--- src/rtl/csc_pack_if.sv ---
// Stream bundle between the colour-space-conversion matrix stage and csc_pack:
// three lockstep component inputs (y0..y2) plus the serialized output (z).
interface csc_pack_if #(
  parameter int W = 16
);
  logic [W-1:0] y0;
  logic [3:0]   y0_mflags;
  logic [1:0]   y0_sflags;
  logic [W-1:0] y1;
  logic [3:0]   y1_mflags;
  logic [1:0]   y1_sflags;
  logic [W-1:0] y2;
  logic [3:0]   y2_mflags;
  logic [1:0]   y2_sflags;
  logic [W-1:0] z;
  logic [3:0]   z_mflags;
  logic [1:0]   z_sflags;
  logic [1:0]   z_lane;

  // Packer view: sink of the three component lanes, source of z.
  modport slave (
    input  y0, y0_mflags, y1, y1_mflags, y2, y2_mflags, z_sflags,
    output y0_sflags, y1_sflags, y2_sflags, z, z_mflags, z_lane
  );

  // Environment view: drives the component lanes, consumes z.
  modport master (
    output y0, y0_mflags, y1, y1_mflags, y2, y2_mflags, z_sflags,
    input  y0_sflags, y1_sflags, y2_sflags, z, z_mflags, z_lane
  );
endinterface

--- src/rtl/csc_pack.sv ---
// csc_pack: collects complete {y0,y1,y2} triplets into a small FIFO and
// serializes each triplet onto a single W-bit lane in component order 0,1,2.
module csc_pack #(
  parameter int W     = 16,
  parameter int DEPTH = 4
) (
  input  logic        clk,
  input  logic        rst_n,
  csc_pack_if.slave   bus,
  output logic        err_misalign
);
  localparam int AW = (DEPTH > 1) ? $clog2(DEPTH) : 1;
  localparam int CW = $clog2(DEPTH + 1);

  localparam logic [1:0] PH0 = 2'd0;
  localparam logic [1:0] PH1 = 2'd1;
  localparam logic [1:0] PH2 = 2'd2;

  typedef struct packed {
    logic [W-1:0] c0;
    logic [W-1:0] c1;
    logic [W-1:0] c2;
    logic         sop;
    logic         eop;
    logic         user;
  } entry_t;

  entry_t        r_mem [DEPTH];
  logic [AW-1:0] r_wr_ptr;
  logic [AW-1:0] r_rd_ptr;
  logic [CW-1:0] r_count;
  logic [1:0]    r_phase;
  logic          r_err;

  logic          w_stall;
  logic          w_afull;
  logic [1:0]    w_sflags;
  logic          w_all_valid;
  logic          w_push;
  logic [2:0]    w_sop_bits;
  logic [2:0]    w_eop_bits;
  logic          w_mismatch;
  logic          w_nonempty;
  logic          w_xfer;
  logic          w_pop;
  entry_t        w_head;
  logic [W-1:0]  w_z;
  logic [3:0]    w_z_mflags;
  logic [1:0]    w_z_lane;
  logic          w_unused;

  // Input-side back-pressure depends only on registered occupancy.
  assign w_stall  = (r_count == CW'(DEPTH));
  assign w_afull  = (r_count >= CW'(DEPTH - 1));
  assign w_sflags = {w_afull, w_stall};

  assign bus.y0_sflags = w_sflags;
  assign bus.y1_sflags = w_sflags;
  assign bus.y2_sflags = w_sflags;

  // A triplet is accepted only when all three lanes are valid together.
  assign w_all_valid = bus.y0_mflags[0] & bus.y1_mflags[0] & bus.y2_mflags[0];
  assign w_push      = w_all_valid & ~w_stall;

  assign w_sop_bits = {bus.y2_mflags[1], bus.y1_mflags[1], bus.y0_mflags[1]};
  assign w_eop_bits = {bus.y2_mflags[2], bus.y1_mflags[2], bus.y0_mflags[2]};
  assign w_mismatch = ((w_sop_bits != 3'b000) && (w_sop_bits != 3'b111)) ||
                      ((w_eop_bits != 3'b000) && (w_eop_bits != 3'b111));

  assign w_nonempty = (r_count != '0);
  assign w_head     = r_mem[r_rd_ptr];
  assign w_xfer     = w_nonempty & ~bus.z_sflags[0];
  assign w_pop      = w_xfer & (r_phase == PH2);

  // Lanes 1/2 user bits and the consumer's almost_full carry no meaning here.
  assign w_unused = ^{bus.z_sflags[1], bus.y1_mflags[3], bus.y2_mflags[3]};

  // Select the head component for the current phase and decorate it with flags.
  // NOTE: every output of this block gets a default first so no latch is inferred.
  always_comb begin
    w_z        = '0;
    w_z_mflags = '0;
    w_z_lane   = '0;
    if (w_nonempty) begin
      w_z_mflags[0] = 1'b1;
      w_z_mflags[3] = w_head.user;
      w_z_lane      = r_phase;
      case (r_phase)
        PH0: begin
          w_z           = w_head.c0;
          w_z_mflags[1] = w_head.sop;
        end
        PH1: w_z = w_head.c1;
        PH2: begin
          w_z           = w_head.c2;
          w_z_mflags[2] = w_head.eop;
        end
        default: w_z = w_head.c0;
      endcase
    end
  end

  assign bus.z        = w_z;
  assign bus.z_mflags = w_z_mflags;
  assign bus.z_lane   = w_z_lane;
  assign err_misalign = r_err;

  // Triplet storage; lane 0 supplies the framing flags.
  // NOTE: the storage array has no reset; occupancy gates every read, so stale contents are never seen.
  always_ff @(posedge clk) begin
    if (w_push) begin
      r_mem[r_wr_ptr] <= '{c0:   bus.y0,
                           c1:   bus.y1,
                           c2:   bus.y2,
                           sop:  bus.y0_mflags[1],
                           eop:  bus.y0_mflags[2],
                           user: bus.y0_mflags[3]};
    end
  end

  // FIFO pointers and occupancy; both pointers wrap modulo DEPTH.
  // NOTE: sequential state uses non-blocking assignments so all registers update from pre-edge values.
  always_ff @(posedge clk or negedge rst_n) begin
    if (!rst_n) begin
      r_wr_ptr <= '0;
      r_rd_ptr <= '0;
      r_count  <= '0;
    end else begin
      if (w_push) begin
        r_wr_ptr <= (r_wr_ptr == AW'(DEPTH - 1)) ? '0 : r_wr_ptr + 1'b1;
      end
      if (w_pop) begin
        r_rd_ptr <= (r_rd_ptr == AW'(DEPTH - 1)) ? '0 : r_rd_ptr + 1'b1;
      end
      case ({w_push, w_pop})
        2'b10:   r_count <= r_count + 1'b1;
        2'b01:   r_count <= r_count - 1'b1;
        default: r_count <= r_count;
      endcase
    end
  end

  // Serializer phase advances on each accepted output word and wraps on pop.
  always_ff @(posedge clk or negedge rst_n) begin
    if (!rst_n) begin
      r_phase <= PH0;
    end else if (w_xfer) begin
      case (r_phase)
        PH0:     r_phase <= PH1;
        PH1:     r_phase <= PH2;
        default: r_phase <= PH0;
      endcase
    end
  end

  // Sticky misalignment flag, raised when a pushed triplet disagrees on framing.
  always_ff @(posedge clk or negedge rst_n) begin
    if (!rst_n) begin
      r_err <= 1'b0;
    end else if (w_push && w_mismatch) begin
      r_err <= 1'b1;
    end
  end
endmodule

--- src/flat_wrapper.sv ---
// flat-port wrapper written by rule: the top's interface ports become plain ports
module csc_pack_flat 
#(
  parameter int W     = 16,
  parameter int DEPTH = 4
)
  (clk, rst_n, err_misalign, bus_y0, bus_y0_mflags, bus_y1, bus_y1_mflags, bus_y2, bus_y2_mflags, bus_z_sflags, bus_y0_sflags, bus_y1_sflags, bus_y2_sflags, bus_z, bus_z_mflags, bus_z_lane);
  csc_pack_if #(.W(W)) bus_i ();
  input  logic clk;
  input  logic rst_n;
  output logic err_misalign;
  input wire logic [$bits(bus_i.y0)-1:0] bus_y0;
  input wire logic [$bits(bus_i.y0_mflags)-1:0] bus_y0_mflags;
  input wire logic [$bits(bus_i.y1)-1:0] bus_y1;
  input wire logic [$bits(bus_i.y1_mflags)-1:0] bus_y1_mflags;
  input wire logic [$bits(bus_i.y2)-1:0] bus_y2;
  input wire logic [$bits(bus_i.y2_mflags)-1:0] bus_y2_mflags;
  input wire logic [$bits(bus_i.z_sflags)-1:0] bus_z_sflags;
  output wire logic [$bits(bus_i.y0_sflags)-1:0] bus_y0_sflags;
  output wire logic [$bits(bus_i.y1_sflags)-1:0] bus_y1_sflags;
  output wire logic [$bits(bus_i.y2_sflags)-1:0] bus_y2_sflags;
  output wire logic [$bits(bus_i.z)-1:0] bus_z;
  output wire logic [$bits(bus_i.z_mflags)-1:0] bus_z_mflags;
  output wire logic [$bits(bus_i.z_lane)-1:0] bus_z_lane;
  assign bus_i.y0 = bus_y0;
  assign bus_i.y0_mflags = bus_y0_mflags;
  assign bus_i.y1 = bus_y1;
  assign bus_i.y1_mflags = bus_y1_mflags;
  assign bus_i.y2 = bus_y2;
  assign bus_i.y2_mflags = bus_y2_mflags;
  assign bus_i.z_sflags = bus_z_sflags;
  assign bus_y0_sflags = bus_i.y0_sflags;
  assign bus_y1_sflags = bus_i.y1_sflags;
  assign bus_y2_sflags = bus_i.y2_sflags;
  assign bus_z = bus_i.z;
  assign bus_z_mflags = bus_i.z_mflags;
  assign bus_z_lane = bus_i.z_lane;
  csc_pack #(.W(W), .DEPTH(DEPTH)) u_core (.clk(clk), .rst_n(rst_n), .bus(bus_i), .err_misalign(err_misalign));
endmodule
--- config.mk ---
export PLATFORM = sky130hd
export DESIGN_NAME = csc_pack_flat
export DESIGN_NICKNAME = d
export VERILOG_FILES = /design/src/rtl/csc_pack_if.sv /design/src/rtl/csc_pack.sv /design/src/flat_wrapper.sv
export SDC_FILE = /design/constraint.sdc
export NUM_CORES = 1
export LEC_CHECK = 0
export CAP_MARGIN = 40
export CORE_MARGIN = 2
export CORE_UTILIZATION = 45
export CTS_BUF_LIST = sky130_fd_sc_hd__clkbuf_8
export DETAILED_ROUTE_END_ITERATION = 10
export PLACE_DENSITY = 0.69
export SLEW_MARGIN = 40
export SYNTH_ARGS = -nofsm -noshare
export SYNTH_HDL_FRONTEND = slang
export SYNTH_SLANG_ARGS = --single-unit
export TNS_END_PERCENT = 20
--- constraint.sdc ---
create_clock -name clk -period 4.5 [get_ports clk]
set_clock_uncertainty 0.1 [all_clocks]
set_input_delay 0.45 -clock clk [delete_from_list [all_inputs] [get_ports clk]]
set_output_delay 0.45 -clock clk [all_outputs]
set_load 0.01 [all_outputs]
# Yosys cells after proc, flatten, opt, wreduce, memory -nomap -nowiden
# Memories as Yosys holds them, arrays and structs flattened.
# Cells that the tools add are included.
[word_totals] out_inout_bits=29 ff_bits=10 wordCells=48 in_bits=64 ram_bits=204 memories=1
[classes] n_eq_ne=9 muxes=12 order_cmp=1 n_addsub=4 reduce_logical=9 bitwise=7
[memory_table] memory="u_core.r_mem" depth=4 width=51 rd=1 rd_clocked_by_memory_dff=0 write_ports=1 line="csc_pack.sv:28" source="entry_t r_mem [DEPTH];"
[ops] operator="$pmux W16 S2" n=1
[ops] operator="$mux W16" n=1
[ops] operator="$reduce_bool A3 Y1" n=3
[ops] operator="$eq A2 B2 Y1 const B" n=4
[ops] operator="$mux W2" n=3
[ops] operator="$ne A3 B3 Y1 const B" n=2
[ops] operator="$pmux W3 S2" n=1
[ops] operator="$and A1 B1 Y1" n=5
[ops] operator="$add A2 B1 Y2 const B" n=2
[ops] operator="$eq A2 B1 Y1 const B" n=2
[ops] operator="$mux W1" n=4
[ops] operator="$mux W4" n=1
[ops] operator="$pmux W2 S2" n=1
[ops] operator="$add A3 B1 Y3 const B" n=1
[ops] operator="$eq A3 B3 Y1 const B" n=1
[ops] operator="$ge A3 B2 Y1 const B" n=1
[ops] operator="$logic_and A1 B1 Y1" n=3
[ops] operator="$sub A3 B1 Y3 const B" n=1
[ops] operator="$logic_not A2 Y1" n=1
[ops] operator="$not A1 Y1" n=2
[ops] operator="$reduce_bool A2 Y1" n=1
[ops] operator="$logic_or A1 B1 Y1" n=1

# Depth between registers and ports, before layout
# Gate-level depths: netlist of the first run.
[depth] depth_word=5 depth_mapped=10 depth_no_buf=9

# Worst setup path after synthesis of the first run
# No wires, ideal clock.
[synth_path] kind="register to register" from="register u_core.r_count[2]" to="memory u_core.r_mem[0][0] (netlist name) (enable)" setup_time_ns=0.414 required_time_ns=3.986 arrival_ns=2.178 path_buffers=0 path_slack_ns=1.808 stages_incl_launch_ff=4 period_less_slack_ns=2.692 cell_sequence="dfrtp_1 -> nor3b_1 -> nor2_1 -> and2_1"
[synth_via] elab_chain_cells=5
[synth_lines] element="start: declaration" line="csc_pack.sv:31" source="logic [CW-1:0] r_count;"
[synth_lines] element="start signal: assignment" line="csc_pack.sv:136" source="2'b10: r_count <= r_count + 1'b1;"
[synth_lines] element="start signal: assignment" line="csc_pack.sv:137" source="2'b01: r_count <= r_count - 1'b1;"
[synth_lines] element="start signal: assignment" line="csc_pack.sv:138" source="default: r_count <= r_count;"
[synth_lines] element="$eq A3 B3 Y1" line="csc_pack.sv:53" source="assign w_stall = (r_count == CW'(DEPTH));"
[synth_lines] element="net u_core.w_stall" line="csc_pack.sv:35" source="logic w_stall;"
[synth_lines] element="$not A1 Y1" line="csc_pack.sv:63" source="assign w_push = w_all_valid & ~w_stall;"
[synth_lines] element="$and A1 B1 Y1" line="csc_pack.sv:63"
[synth_lines] element="$mux W1" line="csc_pack.sv:111" source="if (w_push) begin"
[synth_lines] element="$mux W1 (implied by the code)" line="csc_pack.sv:112" source="r_mem[r_wr_ptr] <= '{c0: bus.y0,"
[synth_lines] element="end: declaration" line="csc_pack.sv:28"
# The timed path passes the listed nets, and every way through them passes these cells.

# Final worst setup path of the first run
[layout_path] from="register u_core.r_rd_ptr[1]" to="output port bus_z[4]"
[layout_via] elab_chain_cells=3
[layout_lines] element="start: declaration" line="csc_pack.sv:30" source="logic [AW-1:0] r_rd_ptr;"
[layout_lines] element="start signal: assignment" line="csc_pack.sv:133" source="r_rd_ptr <= (r_rd_ptr == AW'(DEPTH - 1)) ? '0 : r_rd_ptr + 1'b1;"
[layout_lines] element="$mem_v2 Z4 W51"
[layout_lines] element="$pmux W16 S2" line="csc_pack.sv:88" source="case (r_phase)"
[layout_lines] element="$mux W16" line="csc_pack.sv:84" source="if (w_nonempty) begin"
[layout_lines] element="end: declaration" line="flat_wrapper.sv:22" source="output wire logic [$bits(bus_i.z)-1:0] bus_z;"
# Every way passes these cells.

==> run_results.csv, run 1 <==
group,metric,value,unit
layout,mostFrequentLayoutCells,"204 x edfxtp_1, 89 x clkdlybuf4s50_1, 36 x mux2i_1, 36 x clkbuf_8, 29 x mux4_2",
power_and_ir_drop,total_power,6.09,mW
sta,slew_violations,0,
global_route,grt_overflow_total,0,
critical_path,crit_type,"reg2out",
sta,setup_violations,0,
clock_tree,clkTransAtPathRegs,0.06,ns
yosys,synthDistinctLibCells,35,
sta,min_period_over_period,77.9,%
yosys,netlist_area,8540,µm²
global_route,met3_usage,4.66,%
power_and_ir_drop,power.share.clock,24.8,%
critical_path,slowest_stage,"dfrtp_4",
sta,worst-slew-pin-transition,0.789,ns
global_route,grt.total_usage,17.2,%
clock_tree,hold_buffers,0,
layout,area_growth_syn_to_layout,20.7,%
clock_tree,cts_setup_buffers,0,
global_route,busiest_layer,"met2",
global_route,grt_max_degree,57,
layout,fillers,1438,
sta,rsz0062_at_grt,"false",
floorplanning,num_rows,50,
critical_path,crit_chain,"buf_12 -> buf_4 -> mux2i_1 -> o22a_1 -> a31oi_1 -> clkdlybuf4s50_1",
power_and_ir_drop,pwr-share-comb,34.6,%
clock_tree,numCtsBuffers,36,
routing,via_per_inst,5.34,
routing,drtIter0Drc,250,
power_and_ir_drop,p_sw_share,30.7,%
critical_path,critPathArrivalTime,2.96,ns
layout,drive_gt1_share,16.7,%
floorplanning,core-area,18600,µm²
power_and_ir_drop,p_sw,1.87,mW
clock_tree,cts_tree,"yes",
floorplanning,pin_count,93,
floorplanning,die_area,20100,µm²
critical_path,setup.worst_path.end_class,"output port",
global_route,gr-usage-met1,22.5,%
routing,drc_errors,0,
power_and_ir_drop,p_leak,3.46,nW
layout,nNetsFinal,619,
global_route,grt_pass1_vias,4607,
sta,timing.final.crit_period,3.51,ns
routing,ant_nets,0,
yosys,ys_seq_area_share,74.6,%
yosys,syn_nets,512,
clock_tree,cts_max_level,2,
critical_path,slowest_delay,0.61,ns
layout,final_common_cell,"edfxtp_1",
power_and_ir_drop,p_int,4.22,mW
clock_tree,clk_path_buf_depth,3,
routing,wire_per_inst,20.5,µm
sta,finalHoldViolCount,0,
yosys,syn-instance-count,437,
power_and_ir_drop,powerDensity,591,nW/µm²
critical_path,start_kind,"register",
placement,gp_congestion,0.699,
hold_path,min-delay-path-class,"in2async",
critical_path,worstPathRequired,3.95,ns
clock_tree,root_buffer,"clkbuf_8",
routing,vias,4293,
floorplanning,chipWidth,142,µm
clock_tree,clock_latency,0.50,ns
yosys,post_synth.cell_area_avg,19.5,µm²
clock_tree,cts_resized,0,
power_and_ir_drop,seq_power_share,40.6,%
global_route,grt_pass1_wl,25800,µm
status,status,"finished, final reports clean",
routing,routed_wl,16500,µm
global_route,met2_usage,28.3,%
placement,hpwlAfterDp,10200,µm
power_and_ir_drop,ir_drop,0.255,mV
routing,drtPass1Iterations,5,
sta,max_slew_margin,47.4,%
critical_path,worst-path-max-fanout,38,
clock_tree,cts_sinks,214,
floorplanning,die_h,142,µm
yosys,ys_ff_latch,214,
job,drv_cap,0,
placement,numPortBuffers,89,
floorplanning,initial_core_util,45.8,%
sta,fmax,0.285,GHz
global_route,antenna_found_initial,1,
yosys,ys_warn_count,0,
sta,setup-tns-final,0,ns
stage by stage:
stage               utilization, %  cells  worst slack, ns  cell area [µm²]  hold WS (ns)
finish                        55.3    804            0.993            10300         0.189
global route                  55.3    803            0.784            10300         0.199
CTS                           55.2    802            0.718            10300         0.170
detailed placement            51.8    739             1.27             9650         0.359
global placement              51.8    739             1.29             9650         0.342
floorplan                        -    437             1.81             8540        0.0544
sequential cells by signal (all words and copies together) (netlist names):
name                 flops
u_core.r_wr_ptr          2
u_core.r_mem           204
u_core.r_count           3
u_core.err_misalign      1
u_core.r_phase           2
u_core.r_rd_ptr          2
cell type report:
| cell class | count | area, µm² | area share [%] |
|---|---|---|---|
| sequential | 214 | 6380 | 61.9 |
| multi-input combinational | 184 | 1940 | 18.8 |
| timing repair buffer | 98 | 1020 | 9.90 |
| clock buffer | 36 | 495 | 4.81 |
| tap | 234 | 293 | 2.84 |
| clock inverter | 27 | 140 | 1.36 |
| inverter | 10 | 37.5 | 0.364 |
| antenna | 1 | 2.50 | 0.0243 |
cells in the mapped netlist, drive strengths merged:
cell	n	area share [%]
inv	10	0.44
a2111oi	1	0.12
a21o	2	0.18
mux4	33	8.9
mux2	5	0.66
nor3b	2	0.23
edfxtp	204	72
dfrtp	10	2.9
nor2	7	0.31
mux2i	36	4.2
xor2	2	0.21
ha	10	1.5
a211oi	3	0.26
and2	5	0.37
a31oi	16	1.2
nor2b	2	0.15
o22a	16	1.6
nor3	3	0.31
and3	2	0.15
buf	24	2.1
o21ai	16	0.94
nand2	18	0.82
o22ai	1	0.073
clkbuf	5	0.23
nand3	1	0.059
fa	1	0.23
nand2b	1	0.073
xnor2	1	0.10
critical path: cells and delay by family, from the launching register on:
family	cells	cell delay [ns]
DFF	1	0.61
buffers and inverters	3	1.22
muxes	1	0.12
AOI/OAI and AO/OA	2	0.48
path summary, 6_finish.rpt:
check	start	to	slack (ns)	depth (start not counted)
max in group asynchronous	rst_n	u_core.r_rd_ptr[1]$_DFFE_PN0P_	3.73	1
worst max-delay path	u_core.r_rd_ptr[1]$_DFFE_PN0P_	bus_z[4]	0.99	6
worst min-delay path	rst_n	u_core.r_count[1]$_DFFE_PN0P_	0.19	1
worst min register to register	u_core.err_misalign$_DFFE_PN0P_	u_core.err_misalign$_DFFE_PN0P_	0.37	1
worst max register to register	u_core.r_phase[0]$_DFFE_PN0P_	u_core.r_count[2]$_DFFE_PN0P_	1.80	9
min in group clk	u_core.err_misalign$_DFFE_PN0P_	u_core.err_misalign$_DFFE_PN0P_	0.37	1
cell families (layout without fill, tap and decap cells):
family / after synthesis / in the layout / share of synthesized area [%]
DFF: 214 / 214 / 74.6
muxes: 74 / 74 / 13.8
AOI/OAI and AO/OA: 55 / 55 / 4.38
and+or+nand+nor: 41 / 41 / 2.46
buffers and inverters: 39 / 171 / 2.77
adders and majority gates: 11 / 11 / 1.70
xor gates and xnor gates: 3 / 3 / 0.308
other: 0 / 1 / 0
power groups by stage:
stage	logic, mW	clock network, mW	registers (mW)
after floorplan	1.38	0	2.43
after global placement	2.01	0	2.58
after detailed placement	2.05	0	2.59
after CTS	2.05	1.56	2.55
after global routing	2.27	1.65	2.49
final	2.11	1.51	2.47
layer usage:
metal,share of wire (%),vias to the layer above
li1,-,1979
met1,41,2163
met2,50,125
met3,7.0,26
met4,1.9,0
met5,0,-
(Power assumes the default switching activity.)
==> run 2: changes to the inputs <==
clock period = 3.3 ns   (was 4.5 ns; I/O delays follow)
==> run 2 against run 1 <==
- count of clock-buffer cells in the layout fell by 1
- worst hold slack worse by 0.13 ns
- non-clock buffer count up 5
- utilization is 0.23 points higher
- setup slack lost 0.81 ns
- design area rose by 0.41%
- sequential share of layout area shrank 0.25 points
- via count is 1.4% higher
- critical path type unchanged
==> run_results.csv, run 2 (same netlist as run 1, synthesis figures left out) <==
group,metric,value,unit
clock_tree,cts_setup_buffers,0,
sta,min_period_over_period,94.5,%
critical_path,r2r_cells,10,
global_route,grt.total_usage,17.4,%
sta,worst-slew-pin-transition,0.752,ns
sta,fmax,0.321,GHz
critical_path,reg2reg_from,"u_core.r_count[0]$_DFFE_PN0P_",
floorplanning,core-area,18600,µm²
sta,max_slew_margin,49.8,%
routing,ant_nets,0,
routing,routed_wl,17100,µm
critical_path,crit_start,"u_core.r_count[0]$_DFFE_PN0P_",
floorplanning,chipWidth,142,µm
critical_path,r2r_slack,0.80,ns
sta,rsz0062_at_grt,"false",
global_route,grt_max_degree,52,
clock_tree,cts_tree,"yes",
routing,drtPass1Iterations,4,
sta,timing.final.crit_period,3.12,ns
floorplanning,num_rows,50,
sta,hold_ws,0.0624,ns
routing,vias,4352,
placement,place_area,9770,µm²
job,drv_cap,0,
clock_tree,hold_buffers,0,
placement,dp_slack,0.641,ns
power_and_ir_drop,ir_drop,0.365,mV
sta,setup-tns-final,0,ns
layout,reg_top3,"u_core.r_mem (204), u_core.r_count (3)",
global_route,grt_overflow_total,0,
power_and_ir_drop,total_power,8.27,mW
clock_tree,clk_path_buf_depth,3,
global_route,grt_pass1_wl,26200,µm
layout,largest_reg_flops,204,
status,status,"finished, final reports clean",
sta,worst_slack,0.181,ns
power_and_ir_drop,p_leak,3.47,nW
placement,hpwlAfterDp,10500,µm
critical_path,critPathArrivalTime,2.69,ns
floorplanning,initial_core_util,45.8,%
layout,area_growth_syn_to_layout,21.2,%
clock_tree,cts_sinks,214,
clock_tree,clkTransAtPathRegs,0.06,ns
routing,drtIter0Drc,262,
layout,final_area,10400,µm²
layout,mostFrequentLayoutCells,"204 x edfxtp_1, 89 x clkdlybuf4s50_1, 36 x mux2i_1, 35 x clkbuf_8, 29 x mux4_2",
sta,setup_violations,0,
floorplanning,pin_count,93,
sta,slew_violations,0,
layout,largest-register,"u_core.r_mem",
floorplanning,die_area,20100,µm²
critical_path,start_kind,"register",
power_and_ir_drop,powerDensity,799,nW/µm²
global_route,antenna_found_initial,1,
floorplanning,die_h,142,µm
clock_tree,numCtsBuffers,34,
routing,drc_errors,0,
layout,nNetsFinal,622,
critical_path,worst-path-max-fanout,19,
routing,via_per_inst,5.41,
layout,drive_gt1_share,17.0,%
clock_tree,root_buffer,"clkbuf_8",
placement,numPortBuffers,89,
clock_tree,cts_max_level,2,
routing,wire_per_inst,21.3,µm
clock_tree,cts_resized,0,
critical_path,worstPathRequired,2.87,ns
sta,finalHoldViolCount,0,
critical_path,worstReg2RegEnd,"u_core.r_count[2]$_DFFE_PN0P_",
critical_path,setup.worst_path.end_class,"output port",
layout,final_common_cell,"edfxtp_1",
critical_path,crit_type,"reg2out",
hold_path,min-delay-path-class,"in2async",
clock_tree,clock_latency,0.48,ns
placement,gp_congestion,0.717,
global_route,grt_pass1_vias,4666,
critical_path,endpoint,"bus_z[15]",
==> run 2: cell types whose count changed in the layout (fill, tap and decap cells not counted) <==
cell / before / now
buf_12: 5 / 10
bufinv_16: 1 / 0
clkbuf_8: 36 / 35
clkinv_1: 9 / 8
clkinv_4: 0 / 1
ha_1: 9 / 10
ha_2: 1 / 0
inv_1: 22 / 20
inv_6: 1 / 0
==> run 2: critical path, cell delays in order (launching register included) <==
cell and delay (ns):
dfrtp_1 0.47, nor3_4 0.10, inv_1 0.56, o21ai_0 0.20, a31oi_1 0.28, clkdlybuf4s50_1 0.59
==> run 2: power breakdown <==
| part | switching [mW] | total, mW | internal, mW | leakage (nW) |
|---|---|---|---|---|
| registers | 0.191 | 3.38 | 3.18 | 1.96 |
| clock network | 0.952 | 1.94 | 0.984 | 0.333 |
| logic | 1.43 | 2.96 | 1.53 | 1.18 |
==> run 2: area by class of cell <==
| cell class | instances | area, µm² |
|---|---|---|
| fill | 1460 | 8290 |
| antenna | 1 | 2.50 |
| timing repair buffer | 103 | 1120 |
| sequential | 214 | 6380 |
| multi-input combinational | 184 | 1940 |
| tap | 234 | 293 |
| clock buffer | 35 | 482 |
| clock inverter | 23 | 98.8 |
| inverter | 10 | 37.5 |
==> run 2: worst min-delay path by stage <==
stage                                            endpoint  slack [ns]  cells past startpoint
after global placement    u_core.err_misalign$_DFFE_PN0P_        0.34                      1
after CTS                 u_core.err_misalign$_DFFE_PN0P_        0.06                      1
after detailed placement  u_core.err_misalign$_DFFE_PN0P_        0.35                      1
after global routing        u_core.r_phase[1]$_DFFE_PN0P_        0.08                      1
final                       u_core.r_phase[1]$_DFFE_PN0P_        0.06                      1
after floorplan           u_core.err_misalign$_DFFE_PN0P_       -0.07                      0
==> run 2: routing by layer <==
layer  wire length (µm)  vias to the layer above  track usage, %
li1                   -                     1983               -
met1               7150                     2217            23.1
met2               8750                      124            28.8
met3                914                       28            3.88
met4                329                        0            5.53
met5                  0                        -               0
==> run 2: through the flow <==
step | utilization, % | std cells
6_report | 55.5 | 804
5_1_grt | 55.5 | 803
4_1_cts | 55.5 | 803
3_5_place_dp | 52.4 | 745
3_3_place_gp | 52.4 | 745
2_1_floorplan | - | 437
